## src/rtl/audio_frame_scheduler_if.sv

```systemverilog
// rtl/audio_frame_scheduler_if.sv - control, clock and sample-handshake bundle for the audio frame scheduler
interface audio_frame_scheduler_if #(
  parameter int OVR_W = 16
);
  logic             pll_lock;
  logic             enable;
  logic             clear_stats;
  logic             rx_valid;
  logic             engine_ready;
  logic             codec_en;
  logic             audio_reset;
  logic             mclk;
  logic             bclk;
  logic             lrclk;
  logic             sample_ready;
  logic             overrun;
  logic [OVR_W-1:0] overrun_count;
  logic [1:0]       state;

  modport master (
    output pll_lock, enable, clear_stats, rx_valid, engine_ready,
    input  codec_en, audio_reset, mclk, bclk, lrclk, sample_ready, overrun,
    input  overrun_count, state
  );

  modport slave (
    input  pll_lock, enable, clear_stats, rx_valid, engine_ready,
    output codec_en, audio_reset, mclk, bclk, lrclk, sample_ready, overrun,
    output overrun_count, state
  );
endinterface

```

## src/rtl/audio_frame_scheduler.sv

```systemverilog
// rtl/audio_frame_scheduler.sv - codec bring-up FSM, I2S clock divider and per-frame sample tick scheduler
module audio_frame_scheduler #(
  parameter int MCLK_HALF   = 5,
  parameter int BCLK_HALF   = 2,
  parameter int FRAME_BCLKS = 64,
  parameter int SETTLE      = 1024,
  parameter int OVR_W       = 16
) (
  input  logic                    i_clk,
  input  logic                    i_rst,
  audio_frame_scheduler_if.slave  bus
);
  localparam int MW = (MCLK_HALF > 1) ? $clog2(MCLK_HALF) : 1;
  localparam int BW = (BCLK_HALF > 1) ? $clog2(BCLK_HALF) : 1;
  localparam int FW = $clog2(FRAME_BCLKS);
  localparam int SW = (SETTLE > 1) ? $clog2(SETTLE) : 1;

  typedef enum logic [1:0] {
    S_WAIT_LOCK = 2'd0,
    S_SETTLE    = 2'd1,
    S_RUN       = 2'd2
  } state_t;

  state_t           r_state;
  logic [MW-1:0]    r_mclk_ctr;
  logic [BW-1:0]    r_bclk_ctr;
  logic [FW-1:0]    r_frame_ctr;
  logic [SW-1:0]    r_settle_ctr;
  logic             r_codec_en;
  logic             r_audio_reset;
  logic             r_mclk;
  logic             r_bclk;
  logic             r_rx_seen;
  logic             r_sample_ready;
  logic             r_overrun;
  logic [OVR_W-1:0] r_ovr_count;

  logic w_mtick;
  logic w_event;
  logic w_drop;

  // mtick marks the clk cycle on which mclk toggles
  assign w_mtick = (r_mclk_ctr == MW'(MCLK_HALF - 1));
  // One event per rx_valid high period; lock loss in the same cycle suppresses it
  assign w_event = bus.rx_valid && !r_rx_seen && (r_state == S_RUN) && bus.pll_lock && bus.enable;
  assign w_drop  = w_event && !bus.engine_ready;

  // Bring-up FSM with the mclk/bclk/lrclk dividers; all outputs registered
  always_ff @(posedge i_clk or posedge i_rst) begin
    if (i_rst) begin
      r_state       <= S_WAIT_LOCK;
      r_mclk_ctr    <= '0;
      r_bclk_ctr    <= '0;
      r_frame_ctr   <= '0;
      r_settle_ctr  <= '0;
      r_codec_en    <= 1'b0;
      r_audio_reset <= 1'b1;
      r_mclk        <= 1'b0;
      r_bclk        <= 1'b0;
    end else if (!bus.pll_lock) begin
      r_state       <= S_WAIT_LOCK;
      r_mclk_ctr    <= '0;
      r_bclk_ctr    <= '0;
      r_frame_ctr   <= '0;
      r_settle_ctr  <= '0;
      r_codec_en    <= 1'b0;
      r_audio_reset <= 1'b1;
      r_mclk        <= 1'b0;
      r_bclk        <= 1'b0;
    end else begin
      if (r_state != S_WAIT_LOCK) begin
        if (w_mtick) begin
          r_mclk_ctr <= '0;
          r_mclk     <= ~r_mclk;
        end else begin
          r_mclk_ctr <= r_mclk_ctr + MW'(1);
        end
      end
      case (r_state)
        S_WAIT_LOCK: begin
          r_state    <= S_SETTLE;
          r_codec_en <= 1'b1;
        end
        S_SETTLE: begin
          if (r_settle_ctr == SW'(SETTLE - 1)) begin
            r_state       <= S_RUN;
            r_audio_reset <= 1'b0;
            r_settle_ctr  <= '0;
            r_bclk_ctr    <= '0;
            r_frame_ctr   <= '0;
            r_bclk        <= 1'b0;
          end else begin
            r_settle_ctr <= r_settle_ctr + SW'(1);
          end
        end
        S_RUN: begin
          if (w_mtick) begin
            if (r_bclk_ctr == BW'(BCLK_HALF - 1)) begin
              r_bclk_ctr <= '0;
              r_bclk     <= ~r_bclk;
              if (r_bclk) begin
                r_frame_ctr <= r_frame_ctr + FW'(1);
              end
            end else begin
              r_bclk_ctr <= r_bclk_ctr + BW'(1);
            end
          end
        end
        default: r_state <= S_WAIT_LOCK;
      endcase
    end
  end

  // Frame event detection, engine tick / overrun pulses and saturating drop counter
  always_ff @(posedge i_clk or posedge i_rst) begin
    if (i_rst) begin
      r_rx_seen      <= 1'b0;
      r_sample_ready <= 1'b0;
      r_overrun      <= 1'b0;
      r_ovr_count    <= '0;
    end else begin
      r_rx_seen      <= bus.rx_valid;
      r_sample_ready <= w_event && bus.engine_ready;
      r_overrun      <= w_drop;
      if (bus.clear_stats) begin
        r_ovr_count <= w_drop ? OVR_W'(1) : '0;
      end else if (w_drop && (r_ovr_count != '1)) begin
        r_ovr_count <= r_ovr_count + OVR_W'(1);
      end
    end
  end

  assign bus.codec_en      = r_codec_en;
  assign bus.audio_reset   = r_audio_reset;
  assign bus.mclk          = r_mclk;
  assign bus.bclk          = r_bclk;
  assign bus.lrclk         = r_frame_ctr[FW-1];
  assign bus.sample_ready  = r_sample_ready;
  assign bus.overrun       = r_overrun;
  assign bus.overrun_count = r_ovr_count;
  assign bus.state         = r_state;
endmodule

```

## src/flat_wrapper.sv

```systemverilog
// flat-port wrapper written by rule: the top's interface ports become plain ports
module audio_frame_scheduler_flat 
#(
  parameter int MCLK_HALF   = 5,
  parameter int BCLK_HALF   = 2,
  parameter int FRAME_BCLKS = 64,
  parameter int SETTLE      = 1024,
  parameter int OVR_W       = 16
)
  (i_clk, i_rst, bus_pll_lock, bus_enable, bus_clear_stats, bus_rx_valid, bus_engine_ready, bus_codec_en, bus_audio_reset, bus_mclk, bus_bclk, bus_lrclk, bus_sample_ready, bus_overrun, bus_overrun_count, bus_state);
  audio_frame_scheduler_if #(.OVR_W(OVR_W)) bus_i ();
  input  logic i_clk;
  input  logic i_rst;
  input wire logic [$bits(bus_i.pll_lock)-1:0] bus_pll_lock;
  input wire logic [$bits(bus_i.enable)-1:0] bus_enable;
  input wire logic [$bits(bus_i.clear_stats)-1:0] bus_clear_stats;
  input wire logic [$bits(bus_i.rx_valid)-1:0] bus_rx_valid;
  input wire logic [$bits(bus_i.engine_ready)-1:0] bus_engine_ready;
  output wire logic [$bits(bus_i.codec_en)-1:0] bus_codec_en;
  output wire logic [$bits(bus_i.audio_reset)-1:0] bus_audio_reset;
  output wire logic [$bits(bus_i.mclk)-1:0] bus_mclk;
  output wire logic [$bits(bus_i.bclk)-1:0] bus_bclk;
  output wire logic [$bits(bus_i.lrclk)-1:0] bus_lrclk;
  output wire logic [$bits(bus_i.sample_ready)-1:0] bus_sample_ready;
  output wire logic [$bits(bus_i.overrun)-1:0] bus_overrun;
  output wire logic [$bits(bus_i.overrun_count)-1:0] bus_overrun_count;
  output wire logic [$bits(bus_i.state)-1:0] bus_state;
  assign bus_i.pll_lock = bus_pll_lock;
  assign bus_i.enable = bus_enable;
  assign bus_i.clear_stats = bus_clear_stats;
  assign bus_i.rx_valid = bus_rx_valid;
  assign bus_i.engine_ready = bus_engine_ready;
  assign bus_codec_en = bus_i.codec_en;
  assign bus_audio_reset = bus_i.audio_reset;
  assign bus_mclk = bus_i.mclk;
  assign bus_bclk = bus_i.bclk;
  assign bus_lrclk = bus_i.lrclk;
  assign bus_sample_ready = bus_i.sample_ready;
  assign bus_overrun = bus_i.overrun;
  assign bus_overrun_count = bus_i.overrun_count;
  assign bus_state = bus_i.state;
  audio_frame_scheduler #(.MCLK_HALF(MCLK_HALF), .BCLK_HALF(BCLK_HALF), .FRAME_BCLKS(FRAME_BCLKS), .SETTLE(SETTLE), .OVR_W(OVR_W)) u_core (.i_clk(i_clk), .i_rst(i_rst), .bus(bus_i));
endmodule
```

## config.mk

```make
export PLATFORM = sky130hd
export DESIGN_NAME = audio_frame_scheduler_flat
export DESIGN_NICKNAME = d
export VERILOG_FILES = /design/src/rtl/audio_frame_scheduler_if.sv /design/src/rtl/audio_frame_scheduler.sv /design/src/flat_wrapper.sv
export SDC_FILE = /design/constraint.sdc
export NUM_CORES = 1
export LEC_CHECK = 0
export CAP_MARGIN = 10
export CORE_MARGIN = 2
export CORE_UTILIZATION = 40
export CTS_BUF_LIST = sky130_fd_sc_hd__clkbuf_8
export DETAILED_ROUTE_END_ITERATION = 10
export PLACE_DENSITY = 0.6
export SLEW_MARGIN = 40
export SYNTH_ARGS = -nofsm -noshare
export SYNTH_HDL_FRONTEND = slang
export SYNTH_SLANG_ARGS = --single-unit
```

## constraint.sdc

```tcl
create_clock -name i_clk -period 2.2 [get_ports i_clk]
set_input_delay 0.44 -clock i_clk [delete_from_list [all_inputs] [get_ports i_clk]]
set_output_delay 0.44 -clock i_clk [all_outputs]
set_load 0.02 [all_outputs]
```

==> metrics.md, run 1 <==
| Metric | Value |
|---|---|
| Fraction of met3 tracks used by global routing | `4.045%` |
| Pin count of the biggest net entering global routing | `46` |
| Vias in the first global route | `around 1800` |
| # IOs | `32` |
| Mapped cell area | `between 2000 and 2500 um2` |
| Area added between synthesis and finish | `21.81%` |
| Initial DRC Count | `between 100 and 150` |
| Post-route worst hold slack | `around 480 ps` |
| First-pass GRT wire length | `roughly 8200 um` |
| Most area-hungry cell type in the Yosys netlist | `dfrtp_1` |
| Cell count after synthesis | `239` |
| Die extent in x | `80.50 um` |
| Post-CTS Hold Buffers | `0` |
| Data required time of the worst path | `around 1800 ps` |
| Number of vias in the routed layout | `roughly 1800` |
| Total of flip-flops plus latches after synthesis | `45` |
| Num Clock Sinks | `45` |
| Area of the placeable core | `roughly 5600 um2` |
| Cell row count | `27` |
| Half-perimeter wire length of the detailed placement result | `3449 um` |
| Standard cell with the maximum stage delay on the critical path | `clkdlybuf4s50_1` |
| Share of flip-flops with an asynchronous set or reset after synthesis | `100.0%` |
| Remaining max-slew budget at the tightest pin | `a little under two thirds` |
| TritonCTS clock tree | `yes` |
| Fmax | `0.5370 GHz` |
| Number of gates resized after CTS | `0` |
| DRT Wirelength | `approximately 4800 um` |
| Sort of element at the end of the critical path | `primary output` |
| Part of the Yosys area used for sequential elements | `48.16%` |
| Number of levels in the clock H-tree | `2` |
| GRT met2 Usage | `approximately a quarter` |
| Largest stage delay, worst path | `just under 600 ps` |
| Initial standard-cell utilization of the core | `between 40% and 50%` |
| Met1 usage in global routing | `21.24%` |
| Total DRC errors in the routed layout | `0` |
| GRT Residual Overflow | `0` |
| Clock Path Buffers | `2` |
| Area contributors post-synth | `dfrtp_1, nor2_1, xnor2_1` |
| Number of different library cells in the post-synthesis netlist | `52` |
| Most crowded layer after global routing | `met2` |
| Critical Path AT | `about 1400 ps` |
| Total track usage | `between 10% and 20%` |
| Flop-to-flop setup slack | `430 ps` |
| Highest ir drop seen on vdd | `0.2628 mV` |
| Outcome | `finished clean` |
| P_leak | `between 1 and 1.5 nW` |
| Num CTS Buffers | `5` |
| Setup Crit Path Kind | `register to primary output` |
| Number of optimization iterations in the first detailed-route pass | `4` |
| Buffers on Ports | `31` |
| Sequential cell area | `1127 um2` |
| Post-layout net count | `289` |
| RSZ-0062 raised after global routing | `no` |
| Max-cap check violation count | `0` |
| Antenna viol nets, final | `0` |
| Kind of cell adding the most delay to the critical path | `buffers and inverters` |
| Crit path buffers/inverters | `1` |
| Register clock-pin slew on the reported worst setup and hold paths | `around 80 ps` |
| Count of flip-flops with a built-in enable after synthesis | `0` |
| Final period demand of the worst path | `1862 ps` |
| Number of diodes added for antenna fixing | `0` |
| Post-CTS setup-driven buffer insertion count | `0` |
| Post-synthesis net count | `~250` |
| Syn avg cell area | `9.795 um2` |
| Number of max-slew violations in the final report | `0` |
| Root buf cell | `clkbuf_8` |
| Top-area cell type share of the netlist area | `between 40 and 50%` |
| Average detailed-routed wire length per instance | `~14 um` |
| Clock tree skew after final layout | `roughly 5.4 ps` |
| Overall die area | `around 6500 um2` |
| Antenna violations before repair | `0` |
| Final Hold Fails | `0` |
| Slew at the pin closest to its max-slew limit | `~540 ps` |
| Critical path startpoint category | `register` |
| Sequence of cells on the critical path | `clkdlybuf4s50_1` |
| Area occupied by multi-input gates | `roughly 1100 um2` |
| Clock insertion delay at the later pin of the skew report | `290 ps` |
| DIE HEIGHT | `just over 80 um` |
| Tcrit/Tclk final | `a little over four fifths` |
| Fillcell total | `505` |
| Post-synth top flop | `dfrtp_1` |
| Endpoints failing setup | `0` |
| Cell Pwr Density | `~530 nW/um2` |
| Largest fanout of any net on the critical path | `2` |
| YS warnings | `0` |
| Type of the most critical hold path | `register to register` |
| Avg Vias per Cell | `approximately 5.3` |
| Summed negative setup slack over all endpoints | `0 ps` |
| Share of post-route cells with drive strength above 1 | `10.07%` |
| Final weighted congestion in routability-driven placement | `between 0.7 and 0.8` |
stage by stage:
stage	power [W]	utilization (%)	worst slack (ps)	instance area [um2]	std cells
global placement	0.001014	49.54	123.1	2761	342
floorplan	0.0009599	-	513.1	2341	239
CTS	0.001521	51.16	319.0	2851	350
global route	0.001578	51.16	250.7	2851	350
finish	0.001503	51.16	337.7	2851	350
detailed placement	0.001014	49.54	70.14	2761	342
cell families after synthesis:
family                   count (synthesis)  synth area share [%]
flip-flops                              45                 48.16
multiplexers                             4                 1.764
buffers and inverters                   15                 3.207
AO/OA/AOI/OAI                           47                 12.83
XOR/XNOR                                13                 4.864
AND/OR/NAND/NOR                        110                 26.51
adder cells (fa/ha/maj)                  5                 2.672
power by group:
group,switching [W],internal (W)
sequential,0.0000147,0.000843
combinational,0.0000835,0.0000554
clock,0.000260,0.000247
total,0.000358,0.00115
cells in the mapped netlist (2+ instances only):
cell / count
and3_1: 6
dfrtp_1: 44
mux2i_1: 3
xor2_1: 2
a21oi_1: 12
nand4_1: 3
nor3b_1: 2
ha_1: 5
or3_1: 2
inv_1: 8
nand2_1: 22
nor2_1: 35
xnor2_1: 11
buf_6: 2
a21o_1: 2
a31oi_1: 7
nand3_1: 9
o21ai_0: 10
clkbuf_1: 4
nand2b_1: 3
nor2b_1: 2
a22o_1: 4
nor3_1: 6
a211oi_1: 6
nor4_1: 2
cells in the final DEF, fill, tap and decap left out, types with 2 or more instances in the layout:
cell type         n
a211oi_1          6
a21o_1            2
a21oi_1          12
a22o_1            4
a31oi_1           7
and3_1            6
buf_4             6
clkbuf_8          6
clkdlybuf4s50_1  31
dfrtp_1          44
ha_1              5
inv_1             9
mux2i_1           3
nand2_1          22
nand2b_1          3
nand3_1           9
nand4_1           3
nor2_1           35
nor2b_1           2
nor3_1            6
nor3b_1           2
nor4_1            2
o21ai_0          10
or3_1             2
xnor2_1          11
xor2_1            2
final timing paths:
kind	startpoint	cells after the start	endpoint
max reg2reg	u_core.bus.overrun_count[1]	6	u_core.bus.overrun_count[0]
max in group asynchronous	i_rst	3	u_core.bus.audio_reset
min	u_core.r_frame_ctr[4]	1	u_core.r_frame_ctr[4]
min reg2reg	u_core.r_frame_ctr[4]	1	u_core.r_frame_ctr[4]
max	u_core.bus.audio_reset	1	bus_audio_reset
min in group asynchronous	i_rst	3	u_core.r_bclk_ctr
final cells by class:
| class | count | area share (%) |
|---|---|---|
| Sequential cell | 45 | 39.53 |
| Multi-Input combinational cell | 179 | 39.93 |
| Timing Repair Buffer | 38 | 13.16 |
| Clock buffer | 6 | 2.896 |
| Inverter | 8 | 1.053 |
| Tap cell | 72 | 3.159 |
| Clock inverter | 2 | 0.2633 |
routing by layer:
metal  share of wire (%)  vias to the layer above
met2                  45                       30
met3                 3.2                        4
met5                   0                        -
li1                    -                      921
met1                  52                      884
met4                0.61                        0
flip-flops by register name, summed over array words and instances (netlist names):
register	count
u_core.bus.codec_en	1
u_core.r_frame_ctr	6
u_core.bus.bclk	1
u_core.bus.state	2
u_core.r_rx_seen	1
u_core.bus.sample_ready	1
u_core.bus.overrun	1
u_core.r_settle_ctr	10
u_core.r_bclk_ctr	1
u_core.bus.mclk	1
u_core.bus.audio_reset	1
u_core.r_mclk_ctr	3
u_core.bus.overrun_count	16
No activity file was read; power rests on OpenSTA's default activity.
==> run 2, diff against run 1 <==
==> constraint.sdc (replaced) <==
create_clock -name i_clk -period 1.9 [get_ports i_clk]
set_input_delay 0.38 -clock i_clk [delete_from_list [all_inputs] [get_ports i_clk]]
set_output_delay 0.38 -clock i_clk [all_outputs]
set_load 0.02 [all_outputs]
==> run 2 against run 1 <==
Against the previous run:
- worst setup slack lost 260 ps
- wire length grew 1.9%
- non-clock buffer count grew 8
- power grew 33%
- sequential power grew 16%
- global-route usage grew 0.34 points
- highest routed layer unchanged
- die area is the same
- clock skew grew 4.0 ps
==> metrics.md, run 2 (same netlist as run 1, synthesis figures left out) <==
| Metric | Value |
|---|---|
| Outcome | `finished clean (unchanged)` |
| Post-route worst hold slack | `416.7 ps (was 477.0 ps)` |
| Worst Reg2Reg Path Length in Cells | `6 (unchanged)` |
| Reg power frac | `49.5% (was 57.0%)` |
| Total track usage | `16.41% (was 16.07%)` |
| Remaining max-slew budget at the tightest pin | `64.46% (was 63.50%)` |
| Area added between synthesis and finish | `26.78% (was 21.81%)` |
| Power share of the combinational group | `8.1% (was 9.2%)` |
| # IOs | `32 (unchanged)` |
| Critical path startpoint category | `register (unchanged)` |
| Switching part of the total | `22.06% (was 23.83%)` |
| Internal Pwr Total | `0.001563 W (was 0.001145 W)` |
| Fmax | `roughly 0.55 GHz` |
| Type of the most critical hold path | `input port to async pin (was register to register)` |
| Cell row count | `27 (unchanged)` |
| Instance area after placement | `2821 um2 (was 2761 um2)` |
| Area of the placeable core | `5574 um2 (unchanged)` |
| Tcrit/Tclk final | `a little over nine tenths` |
| Root buf cell | `clkbuf_8 (unchanged)` |
| Final weighted congestion in routability-driven placement | `0.8554 (was 0.7436)` |
| Largest fanout of any net on the critical path | `2 (unchanged)` |
| Antenna viol nets, final | `0 (unchanged)` |
| Post-layout net count | `297 (was 289)` |
| Vias in the first global route | `1722 (was 1805)` |
| TritonCTS clock tree | `yes (unchanged)` |
| RSZ-0062 raised after global routing | `no (unchanged)` |
| Post-placement cell count | `350 (was 342)` |
| Clock tree skew after final layout | `9.461 ps (was 5.426 ps)` |
| Switching Power | `0.0004423 W (was 0.0003582 W)` |
| First-pass GRT wire length | `8224 um (was 8231 um)` |
| Clock Path Buffers | `2 (unchanged)` |
| Number of optimization iterations in the first detailed-route pass | `4 (unchanged)` |
| Post-CTS setup-driven buffer insertion count | `0 (unchanged)` |
| Flip-flop count of the largest register after layout | `16 (unchanged)` |
| Post-CTS Hold Buffers | `0 (unchanged)` |
| Data required time of the worst path | `1520 ps (was 1760 ps)` |
| Sort of element at the end of the critical path | `primary output (unchanged)` |
| Clock insertion delay at the later pin of the skew report | `300 ps (was 290 ps)` |
| Number of diodes added for antenna fixing | `0 (unchanged)` |
| Most common library cell in the layout ignoring fill and taps | `dfrtp_1 (unchanged)` |
| Share of power burned in the clock network | `42.4% (was 33.7%)` |
| Largest stage delay, worst path | `600 ps (was 590 ps)` |
| Buffers on Ports | `31 (unchanged)` |
| Number of vias in the routed layout | `1874 (was 1839)` |
| DIE HEIGHT | `80.50 um (unchanged)` |
| Final period demand of the worst path | `~1800 ps` |
| Sequence of cells on the critical path | `clkdlybuf4s50_1 (unchanged)` |
| Crit path buffers/inverters | `1 (unchanged)` |
| Layout Cells excl Fill | `358 (was 350)` |
| Final Hold Fails | `0 (unchanged)` |
| Total chip power | `0.002006 W (was 0.001503 W)` |
| Standard cell with the maximum stage delay on the critical path | `clkdlybuf4s50_1 (unchanged)` |
| Commonest cells after routing, fill and taps aside | `dfrtp_1, nor2_1, clkdlybuf4s50_1 (unchanged)` |
| Endpoints failing setup | `0 (unchanged)` |
| Initial standard-cell utilization of the core | `42.00% (unchanged)` |
| Die extent in x | `80.50 um (unchanged)` |
| Flop-to-flop setup slack | `160 ps (was 430 ps)` |
| Max-cap check violation count | `0 (unchanged)` |
| Share of post-route cells with drive strength above 1 | `13.64% (was 10.07%)` |
| Highest ir drop seen on vdd | `0.4971 mV (was 0.2628 mV)` |
| Antenna violations before repair | `0 (unchanged)` |
| Pin count of the biggest net entering global routing | `46 (unchanged)` |
| Half-perimeter wire length of the detailed placement result | `3451 um (was 3449 um)` |
| GRT Residual Overflow | `0 (unchanged)` |
| Fraction of the core area covered by cells at the end of the flow | `53.24% (was 51.16%)` |
| Number of levels in the clock H-tree | `2 (unchanged)` |
| Number of gates resized after CTS | `0 (unchanged)` |
| Num Clock Sinks | `45 (unchanged)` |
| Overall die area | `6480 um2 (unchanged)` |
| Setup Crit Path Kind | `register to primary output (unchanged)` |
| Total DRC errors in the routed layout | `0 (unchanged)` |
| Kind of cell adding the most delay to the critical path | `buffers and inverters (unchanged)` |
| Register clock-pin slew on the reported worst setup and hold paths | `90 ps (was 80 ps)` |
| Initial DRC Count | `76 (was 124)` |
| Capture instance of the worst register-to-register path | `u_core.r_settle_ctr[7] (was u_core.bus.overrun_count[0])` |
| Cell Pwr Density | `675.7 nW/um2 (was 527.2 nW/um2)` |
| Num CTS Buffers | `5 (unchanged)` |
| P_leak | `1.270 nW (was 1.199 nW)` |
| Slew at the pin closest to its max-slew limit | `531.2 ps (was 542.9 ps)` |
| Number of max-slew violations in the final report | `0 (unchanged)` |
| Final design area excluding fillers | `2968 um2 (was 2851 um2)` |
| Critical Path AT | `1450 ps (was 1420 ps)` |
| Average detailed-routed wire length per instance | `13.52 um (was 13.57 um)` |
| DRT Wirelength | `4840 um (was 4751 um)` |
| Worst flop-to-flop path startpoint | `u_core.r_settle_ctr[0] (was u_core.bus.overrun_count[1])` |
| Avg Vias per Cell | `5.235 (was 5.254)` |
-- run 2: cell type report --
class	count	area (um2)
Clock buffer	5	68.82
Clock inverter	3	65.06
Fill cell	523	2606
Inverter	8	30.03
Multi-Input combinational cell	179	1151
Sequential cell	45	1127
Tap cell	72	90.09
Timing Repair Buffer	46	435.4
-- run 2: routing by layer --
layer / track usage, % / vias up / share of wire, %
li1: - / 944 / -
met3: 3.596 / 5 / 3.9
met1: 22.21 / 892 / 49
met4: 6.102 / 0 / 1.3
met2: 25.67 / 33 / 46
met5: 0 / - / 0
-- run 2: worst max-delay path by stage --
stage	startpoint	to	slack (ps)	cells past startpoint
3_3_place_gp	bus_pll_lock	u_core.bus.overrun_count[7]	-120	6
6_report	u_core.bus.audio_reset	bus_audio_reset	70	1
4_1_cts	u_core.bus.audio_reset	bus_audio_reset	50	1
2_1_floorplan	u_core.bus.overrun_count[1]	u_core.bus.overrun_count[0]	210	6
5_1_grt	u_core.r_settle_ctr[0]	u_core.r_settle_ctr[7]	7	6
3_5_place_dp	bus_pll_lock	u_core.bus.overrun_count[10]	-150	6
-- run 2: metrics by stage --
stage	setup slack, ps	TNS [ps]
3_3_place_gp	-119.4	-1108
2_1_floorplan	213.1	0
4_1_cts	51.52	0
5_1_grt	7.105	0
6_report	74.13	0
3_5_place_dp	-154.3	-1713
-- run 2: power by group through the flow --
stage | Combinational (W) | Sequential (W) | Clock [W]
floorplan | 0.0000965 | 0.00101 | 0
global placement | 0.000163 | 0.00101 | 0
detailed placement | 0.000164 | 0.00101 | 0
CTS | 0.000164 | 0.000993 | 0.000880
global route | 0.000184 | 0.000997 | 0.000921
finish | 0.000162 | 0.000993 | 0.000850
==> run 3, diff against run 2 <==
--- a/config.mk
+++ b/config.mk
@@ -9,6 +9,7 @@
 export CORE_MARGIN = 2
 export CORE_UTILIZATION = 40
 export CTS_BUF_LIST = sky130_fd_sc_hd__clkbuf_8
+export CTS_CLUSTER_SIZE = 20
 export DETAILED_ROUTE_END_ITERATION = 10
 export PLACE_DENSITY = 0.6
 export SLEW_MARGIN = 40
==> results of run 3 <==
The final DEF is identical to that of run 2; final timing and power are the same.
